===== src/rtl/mem_arbiter.sv =====
// mem_arbiter
// Shares one single-ported memory between a video refresh reader and a host
// CPU port. Each granted access takes three cycles: ISSUE (chip select),
// WAIT (memory acknowledges) and IDLE (arbitration). Video normally wins.
// The host wins once it has watched STARVE_MAX video grants go by in a row.
//
// Ports
//   i_clk, i_reset        system clock, synchronous active-high reset
//   i_vid_req/i_vid_addr  video read request (held until o_vid_ack)
//   o_vid_dat/o_vid_ack   video read data, qualified by one-cycle ack
//   i_host_req/i_host_we  host request and write enable (held until o_host_ack)
//   i_host_addr/i_host_dat host address and write data
//   o_host_dat/o_host_ack host read data, qualified by one-cycle ack
//   o_mem_cs/o_mem_we     memory strobe and write enable (registered)
//   o_mem_addr/o_mem_dat  memory address and write data (registered)
//   i_mem_dat/i_mem_ack   memory read data and ack, one cycle after o_mem_cs

module mem_arbiter #(
  parameter int unsigned STARVE_MAX = 4
) (
  input  logic        i_clk,
  input  logic        i_reset,
  input  logic        i_vid_req,
  input  logic [12:0] i_vid_addr,
  output logic [15:0] o_vid_dat,
  output logic        o_vid_ack,
  input  logic        i_host_req,
  input  logic        i_host_we,
  input  logic [12:0] i_host_addr,
  input  logic [15:0] i_host_dat,
  output logic [15:0] o_host_dat,
  output logic        o_host_ack,
  output logic        o_mem_cs,
  output logic        o_mem_we,
  output logic [12:0] o_mem_addr,
  output logic [15:0] o_mem_dat,
  input  logic [15:0] i_mem_dat,
  input  logic        i_mem_ack
);

  typedef enum logic [1:0] {
    ST_IDLE  = 2'd0,
    ST_ISSUE = 2'd1,
    ST_WAIT  = 2'd2
  } state_t;

  typedef enum logic [1:0] {
    OWN_NONE = 2'd0,
    OWN_VID  = 2'd1,
    OWN_HOST = 2'd2
  } owner_t;

  localparam logic [3:0] STARVE_LIM = 4'(STARVE_MAX);

  state_t      state, state_n;
  owner_t      owner, owner_n;
  logic [3:0]  starve_cnt, starve_cnt_n;
  logic        mem_cs_n;
  logic        mem_we_n;
  logic [12:0] mem_addr_n;
  logic [15:0] mem_dat_n;

  logic host_win;
  logic vid_win;

  // The host only beats a pending video request once the starve counter has
  // reached its limit; otherwise it wins only when video is not asking.
  assign host_win = i_host_req && (!i_vid_req || (starve_cnt == STARVE_LIM));
  assign vid_win  = i_vid_req && !host_win;

  // Next-state, owner, starve counter and memory-side outputs. The memory
  // pins are computed here and registered, so they are glitch-free and
  // appear in the cycle after the request is sampled.
  always_comb begin
    state_n      = state;
    owner_n      = owner;
    starve_cnt_n = starve_cnt;
    mem_cs_n     = 1'b0;
    mem_we_n     = 1'b0;
    mem_addr_n   = o_mem_addr;
    mem_dat_n    = o_mem_dat;

    case (state)
      ST_IDLE: begin
        owner_n = OWN_NONE;
        // Any pass through IDLE without a waiting host means nobody is
        // being starved, so the count restarts.
        if (!i_host_req) begin
          starve_cnt_n = 4'd0;
        end
        if (host_win) begin
          state_n      = ST_ISSUE;
          owner_n      = OWN_HOST;
          starve_cnt_n = 4'd0;
          mem_cs_n     = 1'b1;
          mem_we_n     = i_host_we;
          mem_addr_n   = i_host_addr;
          mem_dat_n    = i_host_dat;
        end else if (vid_win) begin
          state_n    = ST_ISSUE;
          owner_n    = OWN_VID;
          mem_cs_n   = 1'b1;
          mem_we_n   = 1'b0;
          mem_addr_n = i_vid_addr;
          mem_dat_n  = 16'h0000;
          if (i_host_req && (starve_cnt != STARVE_LIM)) begin
            starve_cnt_n = starve_cnt + 4'd1;
          end
        end
      end

      ST_ISSUE: begin
        state_n = ST_WAIT;
      end

      ST_WAIT: begin
        if (i_mem_ack) begin
          state_n = ST_IDLE;
          owner_n = OWN_NONE;
        end
      end

      default: begin
        state_n = ST_IDLE;
        owner_n = OWN_NONE;
      end
    endcase
  end

  // State and memory-side registers. Reset drops any in-flight access, so a
  // late memory ack lands in IDLE and is ignored.
  always_ff @(posedge i_clk) begin
    if (i_reset) begin
      state      <= ST_IDLE;
      owner      <= OWN_NONE;
      starve_cnt <= 4'd0;
      o_mem_cs   <= 1'b0;
      o_mem_we   <= 1'b0;
      o_mem_addr <= 13'h0000;
      o_mem_dat  <= 16'h0000;
    end else begin
      state      <= state_n;
      owner      <= owner_n;
      starve_cnt <= starve_cnt_n;
      o_mem_cs   <= mem_cs_n;
      o_mem_we   <= mem_we_n;
      o_mem_addr <= mem_addr_n;
      o_mem_dat  <= mem_dat_n;
    end
  end

  // Acks are combinational from the memory ack so each requester sees its
  // data in the same cycle the memory returns it.
  assign o_vid_ack  = i_mem_ack && (state == ST_WAIT) && (owner == OWN_VID);
  assign o_host_ack = i_mem_ack && (state == ST_WAIT) && (owner == OWN_HOST);
  assign o_vid_dat  = o_vid_ack  ? i_mem_dat : 16'h0000;
  assign o_host_dat = o_host_ack ? i_mem_dat : 16'h0000;

endmodule


===== config.mk =====
export PLATFORM = sky130hd
export DESIGN_NAME = mem_arbiter
export DESIGN_NICKNAME = d
export VERILOG_FILES = /design/src/rtl/mem_arbiter.sv
export SDC_FILE = /design/constraint.sdc
export NUM_CORES = 1
export LEC_CHECK = 0
export CAP_MARGIN = 20
export CORE_MARGIN = 5
export CORE_UTILIZATION = 36
export CTS_CLUSTER_SIZE = 25
export DETAILED_ROUTE_END_ITERATION = 12
export PLACE_DENSITY = 0.79
export SKIP_LAST_GASP = 1
export SLEW_MARGIN = 20
export SYNTH_ARGS = -nofsm -noshare
export SYNTH_HDL_FRONTEND = slang
export SYNTH_SLANG_ARGS = --single-unit

===== constraint.sdc =====
create_clock -name i_clk -period 2.4 [get_ports i_clk]
set_input_delay 0.48 -clock i_clk [delete_from_list [all_inputs] [get_ports i_clk]]
set_output_delay 0.48 -clock i_clk [all_outputs]
set_load 0.01 [all_outputs]

# Word level (Yosys, flattened, before mapping)
# Cells that the tools add are included.
# W data, S select, Z words.
[op_classes]
addsub = 1
n_eq_ne = 8
n_mux = 19
bitwise = 3
reduce_logical = 16
[ops]
columns = ["op", "count"]
rows = [
  ["$mux W16", 4],
  ["$mux W13", 2],
  ["$mux W4", 4],
  ["$pmux W2 S3", 2],
  ["$mux W2", 4],
  ["$logic_and A1 B1 Y1", 6],
  ["$reduce_and A2 Y1", 3],
  ["$add A4 B1 Y4 const B", 1],
  ["$eq A2 B1 Y1 const B", 2],
  ["$eq A2 B2 Y1 const B", 2],
  ["$eq A4 B3 Y1 const B", 1],
  ["$ne A4 B3 Y1 const B", 1],
  ["$mux W1", 3],
  ["$ne A3 B3 Y1 const B", 1],
  ["$not A1 Y1", 3],
  ["$reduce_or A3 Y1", 1],
  ["$logic_not A1 Y1", 2],
  ["$logic_not A2 Y1", 1],
  ["$ne A2 B2 Y1 const B", 1],
  ["$reduce_bool A2 Y1", 1],
  ["$reduce_or A2 Y1", 1],
  ["$logic_or A1 B1 Y1", 1],
]
[word_totals]
reg_bits = 39
input_bits = 64
out_inout_bits = 65
elab_cells = 54

# Longest topological paths before layout
[depth]
depth_word = 8
ltp_mapped = 7
depth_no_buf = 5

# Worst setup path after synthesis
# OpenSTA, ideal clock, no wires.
[synth_path]
path_type = "input to output"
startpoint = "in i_mem_ack"
endpoint = "out o_host_dat[10]"
arrival_ps = 1408
required_ps = 1920
path_slack_ps = 512
stages = 4
cell_sequence = "nand3b_1 > nor3b_1 > buf_2 > and2_1"
[synth_between]
elab_chain_cells = 3
[synth_lines]
columns = ["element", "line_no", "rtl"]
rows = [
  ["from (decl)", "38", "input logic i_mem_ack"],
  ["$logic_and A1 B1 Y1 (2 in series)", "155", "assign o_host_ack = i_mem_ack && (state == ST_WAIT) && (owner == OWN_HOST);"],
  ["named net o_host_ack", "32", "output logic o_host_ack,"],
  ["$mux W16", "157", "assign o_host_dat = o_host_ack ? i_mem_dat : 16'h0000;"],
  ["to (decl)", "31", "output logic [15:0] o_host_dat,"],
]
# The timed path passes the listed nets, and every way through them passes these cells.

# Final worst setup path
[layout_path]
startpoint = "reg state[0]"
endpoint = "out o_host_dat[7]"
[layout_between]
elab_chain_cells = 4
[layout_lines]
columns = ["element", "line_no", "rtl"]
rows = [
  ["from (decl)", "55", "state_t state, state_n;"],
  ["from (signal assigned)", "142", "state <= state_n;"],
  ["$eq A2 B2 Y1", "155", ""],
  ["$logic_and A1 B1 Y1 (2 in series)", "155", ""],
  ["$mux W16", "157", ""],
]
# No other way between the ends.

==> flow_metrics.py <==
metrics = {
    "die": {
        "initial_core_util_pct": 37.38,
        "die_h_microns": 85.84,
        "die_area_sq_um": 7369,
        "core_sq_um": 5540,
        "row_count": 27,
        "ios": 129,
        "die_x_microns": 85.84,
    },
    "setup_path": {
        "cp.depth": 7,
        "critPathKind": "reg2out",
        "cp-end-kind": "output port",
        "critPathSlowestCell": "dfxtp_2",
        "rr_worst_depth": 5,
        "crit_arrival_ps": 1870,
        "worst_path_most_repeated_cell": "buf_4",
        "worstPathRequired_ps": 1920,
        "cp_top_family": "simple AND/OR/NAND/NOR gates",
        "startpoint_type": "flop",
        "cp_max_fo": 6,
        "crit_chain": "nand3b_1 -> nor3b_2 -> buf_2 -> buf_4 -> buf_4 -> and2_1 -> clkdlybuf4s15_2",
        "cp_num_buf_inv": 4,
        "critPathMaxStageDelay_ps": 350,
    },
    "timing": {
        "drv_slew": 0,
        "setup-violations-final": 0,
        "min_period_ps": 2351,
        "worstMarginPinSlew_ps": 718.2,
        "clock_skew_ps": 11.64,
        "hold_viol": 0,
        "fin_tns_setup_ps": 0,
        "fmax_ghz": 0.4253,
        "grt_setup_unrepaired": "yes",
        "post-route-period-util_pct": 97.97,
        "slew_headroom_pct": 52.12,
    },
    "global_route": {
        "antenna_found_initial": 0,
        "grt_pass1_vias": 2455,
        "grt_use_met2_pct": 35.95,
        "grt_first_pass_wirelength_microns": 12140,
        "use_met3_pct": 3.074,
        "top_usage_layer": "met2",
        "grt_max_degree": 52,
        "overflow": 0,
        "grt_util_met1_pct": 24.97,
        "track_usage_pct": 20.12,
    },
    "cts": {
        "hold_buffers": 0,
        "cts.reportedPaths.clkPinSlew_ps": 70,
        "numCtsBuffers": 5,
        "clkSinkCount": 39,
        "cts_max_level": 2,
        "root_buffer": "clkbuf_8",
        "cts_tree": "yes",
        "clk_latency_ps": 280,
        "cts_buffer_depth": 2,
    },
    "power": {
        "power.internal_uw": 1225,
        "ir_worst_vdd_uv": 278.0,
        "finalPower_uw": 1655,
        "p_sw_uw": 430.0,
        "pwr-share-comb_pct": 25.2,
        "power_density_nw_per_um2": 455.2,
        "clkPwrFrac_pct": 31.2,
        "switching_share_pct": 25.98,
        "seq_power_share_pct": 43.7,
        "leakage_uw": 0.001467,
    },
    "route": {
        "drt-pass1-iter-count": 4,
        "vias_per_cell": 5.466,
        "ant_nets": 0,
        "avgRoutedWirePerCell_microns": 16.77,
        "drc": 0,
        "vias": 2487,
        "drt_iter0_drc": 169,
        "wirelength_microns": 7630,
    },
    "place": {
        "placed_cell_area_sq_um": 3433,
        "io_buffers": 128,
        "place_congestion": 0.8161,
        "dpl.hpwl_microns": 5248,
    },
    "cells_and_area": {
        "drive_gt1_share_pct": 13.32,
        "area_growth_pct": 75.59,
        "n_antenna_cell": 0,
        "design_area_sq_um": 3636,
        "final_nets": 449,
        "nFillCells": 509,
        "final_util_pct": 65.63,
    },
    "synthesis": {
        "synth_edf_count": 0,
        "async_flop_share_pct": 0,
        "synthAdderAreaFrac_pct": 1.208,
        "ys_warn_count": 0,
        "syn_inst": 246,
        "synth_top_area_share_pct": 37.70,
        "ys_types": 34,
        "synthesis.nets": 312,
        "synth_compound_area_share_pct": 25.80,
        "yosys.area.top_type": "dfxtp_1",
        "synth_seq_cells": 39,
        "synthTopCellsByCount": "39 x dfxtp_1, 32 x a21oi_1, 32 x and2_1",
        "synth.mux.area_fraction_pct": 0.4834,
        "synthXorXnorAreaFrac_pct": 0,
        "synth_top_family_by_area": "simple AND/OR/NAND/NOR gates",
        "synth.area.top_cells": "dfxtp_1 38%, and2_1 9.7%, a21oi_1 7.7%",
        "syn_area_per_cell_sq_um": 8.418,
        "synth_ff_type": "dfxtp_1",
        "yosysMostFrequentCell": "dfxtp_1",
        "synthSimpleGateAreaFrac_pct": 28.34,
        "syn_area_sq_um": 2071,
        "yosysSeqAreaShare_pct": 37.70,
    },
    "flow_run": {
        "cap_violations": 0,
    },
    "run_status": {
        "status": "completed",
    },
    "hold_path": {
        "worstHoldPathType": "reg2reg",
        "hold_depth": 2,
    },
}
==> worst paths after layout <==
check / start / endpoint / slack [ps]
setup / recovery: state[0] / o_host_dat[7] / 50
hold / removal: o_mem_dat[11] / o_mem_dat[11] / 480
setup reg to reg: starve_cnt[0] / starve_cnt[1] / 480
hold reg to reg: o_mem_dat[11] / o_mem_dat[11] / 480
==> flip-flops by register name (all words and copies together), names as in the netlist <==
name,cells
o_mem_cs,1
o_mem_we,1
owner,2
starve_cnt,4
o_mem_addr,13
state,2
o_mem_dat,16
==> cell type report <==
class / count / area [sq um] / share of cell area, %
timing repair buffer: 159 / 1474 / 40.54
multi-input combinational: 174 / 1171 / 32.21
sequential: 39 / 783.3 / 21.54
tap: 72 / 90.09 / 2.478
clock buffer: 6 / 72.57 / 1.996
clock inverter: 1 / 30.03 / 0.8259
inverter: 4 / 15.01 / 0.4129
==> cell families (layout without fill, tap and decap cells) <==
kind of cell | Yosys count | in the layout
flops | 39 | 39
fa+ha+maj | 2 | 2
compound gates | 82 | 82
buf+inv | 33 | 170
mux | 1 | 1
simple gates | 89 | 89
==> layer usage <==
layer	share of wire, %	wire length (microns)
met1	43	3287
met2	50	3801
met4	1.1	83
met5	0	0
met3	6.0	457
==> metrics by stage <==
stage | worst slack (ps) | instances | hold slack, ps
detailed placement | -288.7 | 431 | 469.4
CTS | 53.24 | 455 | 480.6
global placement | -219.4 | 431 | 461.0
finish | 48.64 | 455 | 475.7
floorplan | 511.9 | 246 | 442.0
global route | -35.78 | 455 | 493.9
==> cells in the final DEF, fill, tap and decap left out, drive strengths merged, types with 6 or more instances in the layout <==
master         count
clkdlybuf4s50     94
dfxtp             39
and2              32
a21oi             32
buf               32
dlygate4sd2       28
o2111ai           16
o21ai             16
nor4b             14
a2111oi           13
nor4              13
nand2              7
clkbuf             6
==> power groups by stage <==
| stage | Combinational (uW) | Clock (uW) | Sequential [uW] |
|---|---|---|---|
| 6_report | 417 | 516 | 723 |
| 5_1_grt | 452 | 549 | 729 |
| 4_1_cts | 417 | 527 | 722 |
| 3_5_place_dp | 413 | 0 | 735 |
| 3_3_place_gp | 407 | 0 | 736 |
| 2_1_floorplan | 158 | 0 | 749 |
==> worst register-to-register path, cell delays in order (launching register included) <==
cell and delay (ps):
dfxtp_1 390, inv_1 60, ha_1 230, and3b_1 410, or4_1 610, a21oi_1 150
==> repair_timing <==
action | in CTS | in global routing
gates resized for setup | 54 | 2
endpoints found under the setup margin | 34 | 11
pin swaps | 2 | 1
buffers inserted | 13 | 0
gates cloned | 4 | 0
Note: power is estimated with default switching activity, not from simulation.
